## config.mk

```make
export PLATFORM = sky130hd
export DESIGN_NAME = i2c_frame_timer
export DESIGN_NICKNAME = d
export VERILOG_FILES = /design/src/rtl/i2c_frame_timer.sv
export SDC_FILE = /design/constraint.sdc
export NUM_CORES = 1
export LEC_CHECK = 0
export BUFFER_PORTS_ARGS = -buffer_cell sky130_fd_sc_hd__buf_2
export CORE_ASPECT_RATIO = 1.25
export CORE_MARGIN = 3
export CORE_UTILIZATION = 58
export CTS_CLUSTER_DIAMETER = 60
export DETAILED_ROUTE_END_ITERATION = 16
export GPL_ROUTABILITY_DRIVEN = 0
export PLACE_DENSITY_LB_ADDON = 0.2
export SKIP_LAST_GASP = 1
export SLEW_MARGIN = 20
export SYNTH_ARGS = -nofsm -noshare
export SYNTH_HDL_FRONTEND = slang
export SYNTH_SLANG_ARGS = --single-unit
```

## constraint.sdc

```tcl
create_clock -name clk -period 2.6 [get_ports clk]
set_input_delay 0.26 -clock clk [delete_from_list [all_inputs] [get_ports clk]]
set_output_delay 0.26 -clock clk [all_outputs]
set_load 0.01 [all_outputs]
```

## src/rtl/i2c_frame_timer.sv

```systemverilog
// SCL-edge frame timer for the I2C slave receive path: tracks bit/ACK phase
// inside a START..STOP window, counts bytes per key block and aborts stalled
// transfers after an SCL inactivity timeout.
module i2c_frame_timer #(
  parameter int unsigned DATA_BITS      = 8,
  parameter int unsigned KEY_BYTES      = 16,
  parameter int unsigned TIMEOUT_CYCLES = 0
) (
  input  logic                               clk,
  input  logic                               n_rst,
  input  logic                               rising_edge_found,
  input  logic                               falling_edge_found,
  input  logic                               start_found,
  input  logic                               stop_found,
  input  logic                               start_byte_received,
  output logic                               byte_received,
  output logic                               ack_prep,
  output logic                               check_ack,
  output logic                               ack_done,
  output logic                               key_received,
  output logic                               bus_timeout,
  output logic                               busy,
  output logic [$clog2(KEY_BYTES+1)-1:0]     byte_count
);

  localparam int unsigned EW = $clog2(2 * DATA_BITS + 2);
  localparam int unsigned BW = $clog2(KEY_BYTES + 1);
  localparam int unsigned TW = (TIMEOUT_CYCLES > 1) ? $clog2(TIMEOUT_CYCLES) : 1;

  localparam logic [EW-1:0] CNT_BYTE = EW'(2 * DATA_BITS - 2);
  localparam logic [EW-1:0] CNT_PREP = EW'(2 * DATA_BITS - 1);
  localparam logic [EW-1:0] CNT_ACK  = EW'(2 * DATA_BITS);
  localparam logic [EW-1:0] CNT_LAST = EW'(2 * DATA_BITS + 1);
  localparam logic [BW-1:0] KEY_LAST = BW'(KEY_BYTES - 1);
  localparam logic [TW-1:0] TO_LAST  = TW'(TIMEOUT_CYCLES - 1);

  typedef enum logic [1:0] {
    S_IDLE = 2'd0,
    S_ARM  = 2'd1,
    S_BIT  = 2'd2
  } state_e;

  state_e          state_q, state_d;
  logic [EW-1:0]   cnt_q, cnt_d;
  logic [TW-1:0]   tcnt_q, tcnt_d;
  logic [BW-1:0]   byte_count_q, byte_count_d;
  logic            byte_received_q, byte_received_d;
  logic            ack_prep_q, ack_prep_d;
  logic            check_ack_q, check_ack_d;
  logic            ack_done_q, ack_done_d;
  logic            key_received_q, key_received_d;
  logic            bus_timeout_q, bus_timeout_d;
  logic            busy_q, busy_d;
  logic            counted;

  // State, counters and registered strobes
  always_ff @(posedge clk or negedge n_rst) begin
    if (!n_rst) begin
      state_q         <= S_IDLE;
      cnt_q           <= '0;
      tcnt_q          <= '0;
      byte_count_q    <= '0;
      byte_received_q <= 1'b0;
      ack_prep_q      <= 1'b0;
      check_ack_q     <= 1'b0;
      ack_done_q      <= 1'b0;
      key_received_q  <= 1'b0;
      bus_timeout_q   <= 1'b0;
      busy_q          <= 1'b0;
    end else begin
      state_q         <= state_d;
      cnt_q           <= cnt_d;
      tcnt_q          <= tcnt_d;
      byte_count_q    <= byte_count_d;
      byte_received_q <= byte_received_d;
      ack_prep_q      <= ack_prep_d;
      check_ack_q     <= check_ack_d;
      ack_done_q      <= ack_done_d;
      key_received_q  <= key_received_d;
      bus_timeout_q   <= bus_timeout_d;
      busy_q          <= busy_d;
    end
  end

  // Next state: START/STOP override edges, then phase counting, timeout, byte count
  always_comb begin
    state_d         = state_q;
    cnt_d           = cnt_q;
    tcnt_d          = tcnt_q;
    byte_count_d    = byte_count_q;
    byte_received_d = 1'b0;
    ack_prep_d      = 1'b0;
    check_ack_d     = 1'b0;
    ack_done_d      = 1'b0;
    key_received_d  = 1'b0;
    bus_timeout_d   = 1'b0;
    counted         = 1'b0;

    if (stop_found) begin
      state_d = S_IDLE;
      cnt_d   = '0;
      tcnt_d  = '0;
    end else if (start_found) begin
      state_d = S_ARM;
      cnt_d   = '0;
      tcnt_d  = '0;
    end else begin
      case (state_q)
        S_IDLE: ;
        S_ARM: begin
          // A falling edge before the first rise is line settling, not a bit
          if (rising_edge_found) begin
            counted = 1'b1;
            cnt_d   = EW'(1);
            state_d = S_BIT;
          end
        end
        S_BIT: begin
          if (rising_edge_found || falling_edge_found) begin
            counted         = 1'b1;
            byte_received_d = (cnt_q == CNT_BYTE);
            ack_prep_d      = (cnt_q == CNT_PREP);
            check_ack_d     = (cnt_q == CNT_ACK);
            ack_done_d      = (cnt_q == CNT_LAST);
            if (cnt_q == CNT_LAST) begin
              cnt_d   = '0;
              state_d = S_ARM;
            end else begin
              cnt_d = cnt_q + EW'(1);
            end
          end
        end
        default: begin
          state_d = S_IDLE;
          cnt_d   = '0;
        end
      endcase

      if ((TIMEOUT_CYCLES != 0) && (state_q != S_IDLE)) begin
        if (counted) begin
          tcnt_d = '0;
        end else if (tcnt_q == TO_LAST) begin
          bus_timeout_d = 1'b1;
          state_d       = S_IDLE;
          cnt_d         = '0;
          tcnt_d        = '0;
        end else begin
          tcnt_d = tcnt_q + TW'(1);
        end
      end
    end

    if (start_byte_received) begin
      byte_count_d = '0;
    end else if (byte_received_d) begin
      if (byte_count_q == KEY_LAST) begin
        byte_count_d   = '0;
        key_received_d = 1'b1;
      end else begin
        byte_count_d = byte_count_q + BW'(1);
      end
    end
    if (bus_timeout_d) begin
      byte_count_d = '0;
    end

    busy_d = (state_d != S_IDLE);
  end

  assign byte_received = byte_received_q;
  assign ack_prep      = ack_prep_q;
  assign check_ack     = check_ack_q;
  assign ack_done      = ack_done_q;
  assign key_received  = key_received_q;
  assign bus_timeout   = bus_timeout_q;
  assign busy          = busy_q;
  assign byte_count    = byte_count_q;

endmodule

```

After elaboration in Yosys (flattened, before gate mapping)

Cells that the tools add are included.

Bits in registers: 18
Logic and storage cells: 60
Input port bits: 7

Mux-type cells: 34
Equal/unequal tests: 10
Add/sub/neg operators: 2
Reduce and logical (&&, ||, !) cells: 5

Operator list:

| kind                                                 | number |
|---|---|
| two-way mux 5 bit                                    | 8 |
| two-way mux 1 bit                                    | 19 |
| equality test 5 x 4 -> 1 bit (second input constant) | 3 |
| case mux 5 bit (3 select lines)                      | 1 |
| adder 5 x 1 -> 5 bit (second input constant)         | 2 |
| equality test 5 bit (second input constant)          | 2 |
| two-way mux 2 bit                                    | 5 |
| inequality test 4 bit (second input constant)        | 2 |
| case mux 2 bit (3 select lines)                      | 1 |
| nonzero test 2 bit                                   | 2 |
| inequality test 3 bit (second input constant)        | 1 |
| AND reduction 3 bit                                  | 1 |
| equality test 2 x 1 -> 1 bit (second input constant) | 1 |
| equality test 2 bit (second input constant)          | 1 |
| zero test 2 bit                                      | 1 |
| logical OR 1 bit                                     | 1 |

Logic depth before layout (Yosys ltp)

Word-level depth: 7
Gate-level depth with buffers: 7
Depth with buffers taken out: 7

Worst setup path after synthesis

No wires, ideal clock.

Path kind: flip-flop to flip-flop
Start point: reg state_q[0]
End point: reg cnt_q[2]
Cell stages (with the launch flop): 7
Path buffers: 0
Arrival time: 1.566 ns
Library setup time: 0.134 ns
Data required time: 2.466 ns
Clock period less this slack: 1.700 ns
Setup slack: 0.900 ns
Cells stage by stage: dfrtp_1 -> inv_1 -> ha_1 -> nand2b_1 -> a2111oi_4 -> or4b_1 -> o311ai_1

Longest elaborated chain between the ends: 4
Elaborated cells on any way between the ends: 10

Ends and longest elaborated chain:

| what                                        | line | RTL |
|---|---|---|
| start, declared                             | 43   | `state_e state_q, state_d;` |
| start signal, assigned                      | 71   | `state_q <= state_d;` |
| equality test 2 bit (tied with other cells) | 108  | `case (state_q)` |
| case mux 5 bit (3 select lines)             | 108  |  |
| two-way mux 5 bit                           | 103  | `end else if (start_found) begin` |
| two-way mux 5 bit                           | 99   | `if (stop_found) begin` |
| end signal, assigned                        | 72   | `cnt_q <= cnt_d;` |
| end, declared                               | 44   | `logic [EW-1:0] cnt_q, cnt_d;` |

Several ways; a longest one is shown, not always the timed one.
A chain may end at the register's enable or synchronous reset.

Final worst setup path

Start point: reg state_q[0]
End point: reg byte_count_q[3], in the netlist byte_count[3]

Longest elaborated chain between the ends: 5

Ends and longest elaborated chain:

| what                         | line | RTL |
|---|---|---|
| equality test 2 bit          | 108  |  |
| two-way mux 1 bit            | 108  |  |
| two-way mux 1 bit            | 103  |  |
| two-way mux 1 bit            | 99   |  |
| named net byte_received_d    | 47   | `logic byte_received_q, byte_received_d;` |
| nonzero test 2 bit (no line) | --   |  |
| end signal, assigned         | 74   | `byte_count_q <= byte_count_d;` |
| end, declared                | 46   | `logic [BW-1:0] byte_count_q, byte_count_d;` |

The timed path passes the listed nets, and every way through them passes these cells.

==> qor.txt <==
Vias in the first global route: 806
Syn Inst Count: 106
Worst-path clk slew: 0.09 ns
Die W: 44.6 microns
Core area: 1660 sq um
Post-Layout Cell Count: 144
# setup viols final: 0
DP HPWL: 1.57 mm
Register area: 450 sq um
Crit. End Element: register
Synth Register Bits: 18
Post-CTS Setup Repair Bufs: 0
Fmax achieved: 522 MHz
Max-Cap Viols: 0
Largest cells by area after synthesis: dfrtp_1 (42%), ha_1 (12%), nand2_1 (4.2%)
Hold WC Path Type: in2reg
Vias: 851
Critical path class: reg2reg
Count of clock tree sinks: 18
Ant. Diodes: 0
Initial antenna violation count: 0
Crit path required time: 2.78 ns
First-pass GRT wire length: 3.60 mm
FILL cells: 122
# rows: 16
Clock Skew: 0.00110 ns
Layout cell share with drive strength beyond 1: 22.2%
Commonest non-fill, non-tap cells in the layout: dfrtp_1 (18), buf_2 (17), nand2_1 (12)
Die Span Y: 54.3 microns
Tcrit/Tclk final: 73.6%
Max Fanout on Critical Path: 8
YS warnings: 0
Hold Violations, Final: 0
RSZ-0062 raised after global routing: false
Hold path cells: 2
Synthesized area per cell: 10.2 sq um
Area fraction of the dominant cell type after synthesis: 41.7%
DRT iter0 DRCs: 10
Vias per cell: 5.91
Antenna Violating Nets Remaining: 0
Post-Syn Nets: 123
Worst VDD drop: 0.226 mV
Commonest non-fill, non-tap cell in the layout: dfrtp_1
Placed Area: 1180 sq um
Die Area: 2420 sq um
Io pins: 19
Setup TNS: 0 ns
Register area share after synthesis: 41.7%
Pwr dens: 386 nW/um^2
Distinct cells, synth: 40
Clock buffer count from CTS: 3
Placed Cells: 140
Arrival @ worst endpoint: 2.10 ns
Clk root buf: clkbuf_4
Final min period: 1.91 ns
Initial Utilization: 65.1%
Final Instance Area: 1210 sq um
H-Tree Level Count: 1
Worst Setup Start Kind: register
GRT Util Overall: 20.6%
Nets: 145
Clock latency at the later pin of the worst-skew pair: 0.28 ns
DRC viols: 0
Hold_ws: 0.198 ns
FF-to-FF path depth: 7
Fin. max-slew vios: 0
Leakage: 0.576 nW
Area growth syn-to-layout: 12.3%
DRT Pass-1 Iters: 4
Largest net degree at the start of global routing: 19
PortBufs: 17
CTS tree: done
Cell area after synthesis: 1080 sq um
DR WL/cell: 13.9 microns
Synth area leader: dfrtp_1
Post-Route WL: 2.00 mm
Status: finished, final reports clean
Bufs on Longest Clock Path: 2
Multi-input gate area: 586 sq um
Congestion Overflow GR: 0
-- power by group --
part	switching, mW	leakage (nW)	internal, mW	total (mW)
clock network	0.0794	0.0138	0.0538	0.133
registers	0.00207	0.249	0.283	0.285
logic	0.0328	0.313	0.0181	0.0509
-- cells in the mapped netlist, drive strengths merged --
library cell,number
and2,1
and3,2
nand4bb,1
o31a,1
nor2,6
inv,10
nand3,5
a31oi,1
or2,2
o31ai,1
o211a,1
o311ai,1
nand4,2
a21oi,4
nand2b,3
nor4b,1
and4b,1
nand3b,1
nand4b,1
a211oi,2
dfrtp,18
conb,1
nor3b,1
nor3,4
nand2,12
a32o,1
ha,10
o211ai,2
nor2b,1
a2111oi,1
or4,2
buf,1
xor2,1
o21ai,3
or4b,1
-- cell type report --
class	instances	share of cell area, %
clock buffers	3	1.86
inverters	10	3.09
multi-input cells	77	48.2
flip-flops and latches	18	37.1
well taps	18	1.86
repair buffers	18	7.84
-- kinds of logic (layout without fill, tap and decap cells) --
family                     after synthesis  count (layout)  share of synthesized area, %
xor gates and xnor gates                 1               1                         0.810
AOI/OAI and AO/OA                       18              18                          13.3
buffers and inverters                   11              31                          4.17
and+or+nand+nor                         47              47                          28.1
DFF                                     18              18                          41.7
other                                    1               1                         0.347
adders and majority gates               10              10                          11.6
-- layer usage --
layer / vias up / part of all wire [%] / GRT usage, %
met5: - / 0 / 0
met4: 0 / 1.4 / 9.55
met3: 4 / 5.3 / 2.96
met2: 28 / 50 / 35.9
met1: 400 / 43 / 24.6
li1: 419 / - / -
-- repair_timing --
| action | in CTS | in global routing |
|---|---|---|
| endpoints found under the hold margin | 18 | 0 |
| resized for setup | 0 | 0 |
| hold buffers | 1 | 0 |
-- flip-flops by register name (all words and copies together) (netlist names) --
name           count
state_q            2
cnt_q              5
busy               1
byte_received      1
ack_done           1
ack_prep           1
check_ack          1
byte_count         5
key_received       1
-- worst paths after layout --
path | startpoint | endpoint | slack, ns
hold reg to reg | byte_count[4] | byte_count[4] | 0.55
max in group asynchronous | n_rst | byte_count[0] | 1.90
setup / recovery | state_q[0] | byte_count[3] | 0.69
setup reg to reg | state_q[0] | byte_count[3] | 0.69
hold / removal | start_byte_received | byte_count[1] | 0.20
min in group asynchronous | n_rst | byte_count[2] | 0.42
-- per-stage QoR --
stage	power [mW]	util [%]	setup WS, ns
2_1_floorplan	0.320	-	0.900
3_3_place_gp	0.339	71.1	0.741
3_5_place_dp	0.340	71.1	0.678
4_1_cts	0.473	73.0	0.660
5_1_grt	0.488	73.0	0.445
6_report	0.469	73.0	0.686
-- critical path, stage by stage (launching register included) --
cell	delay (ns)
dfrtp_1	0.41
inv_1	0.11
ha_1	0.34
nor3b_2	0.35
nand3_2	0.17
inv_2	0.12
nand2_1	0.05
a32o_1	0.25
Power figures use the tool's default switching activity.
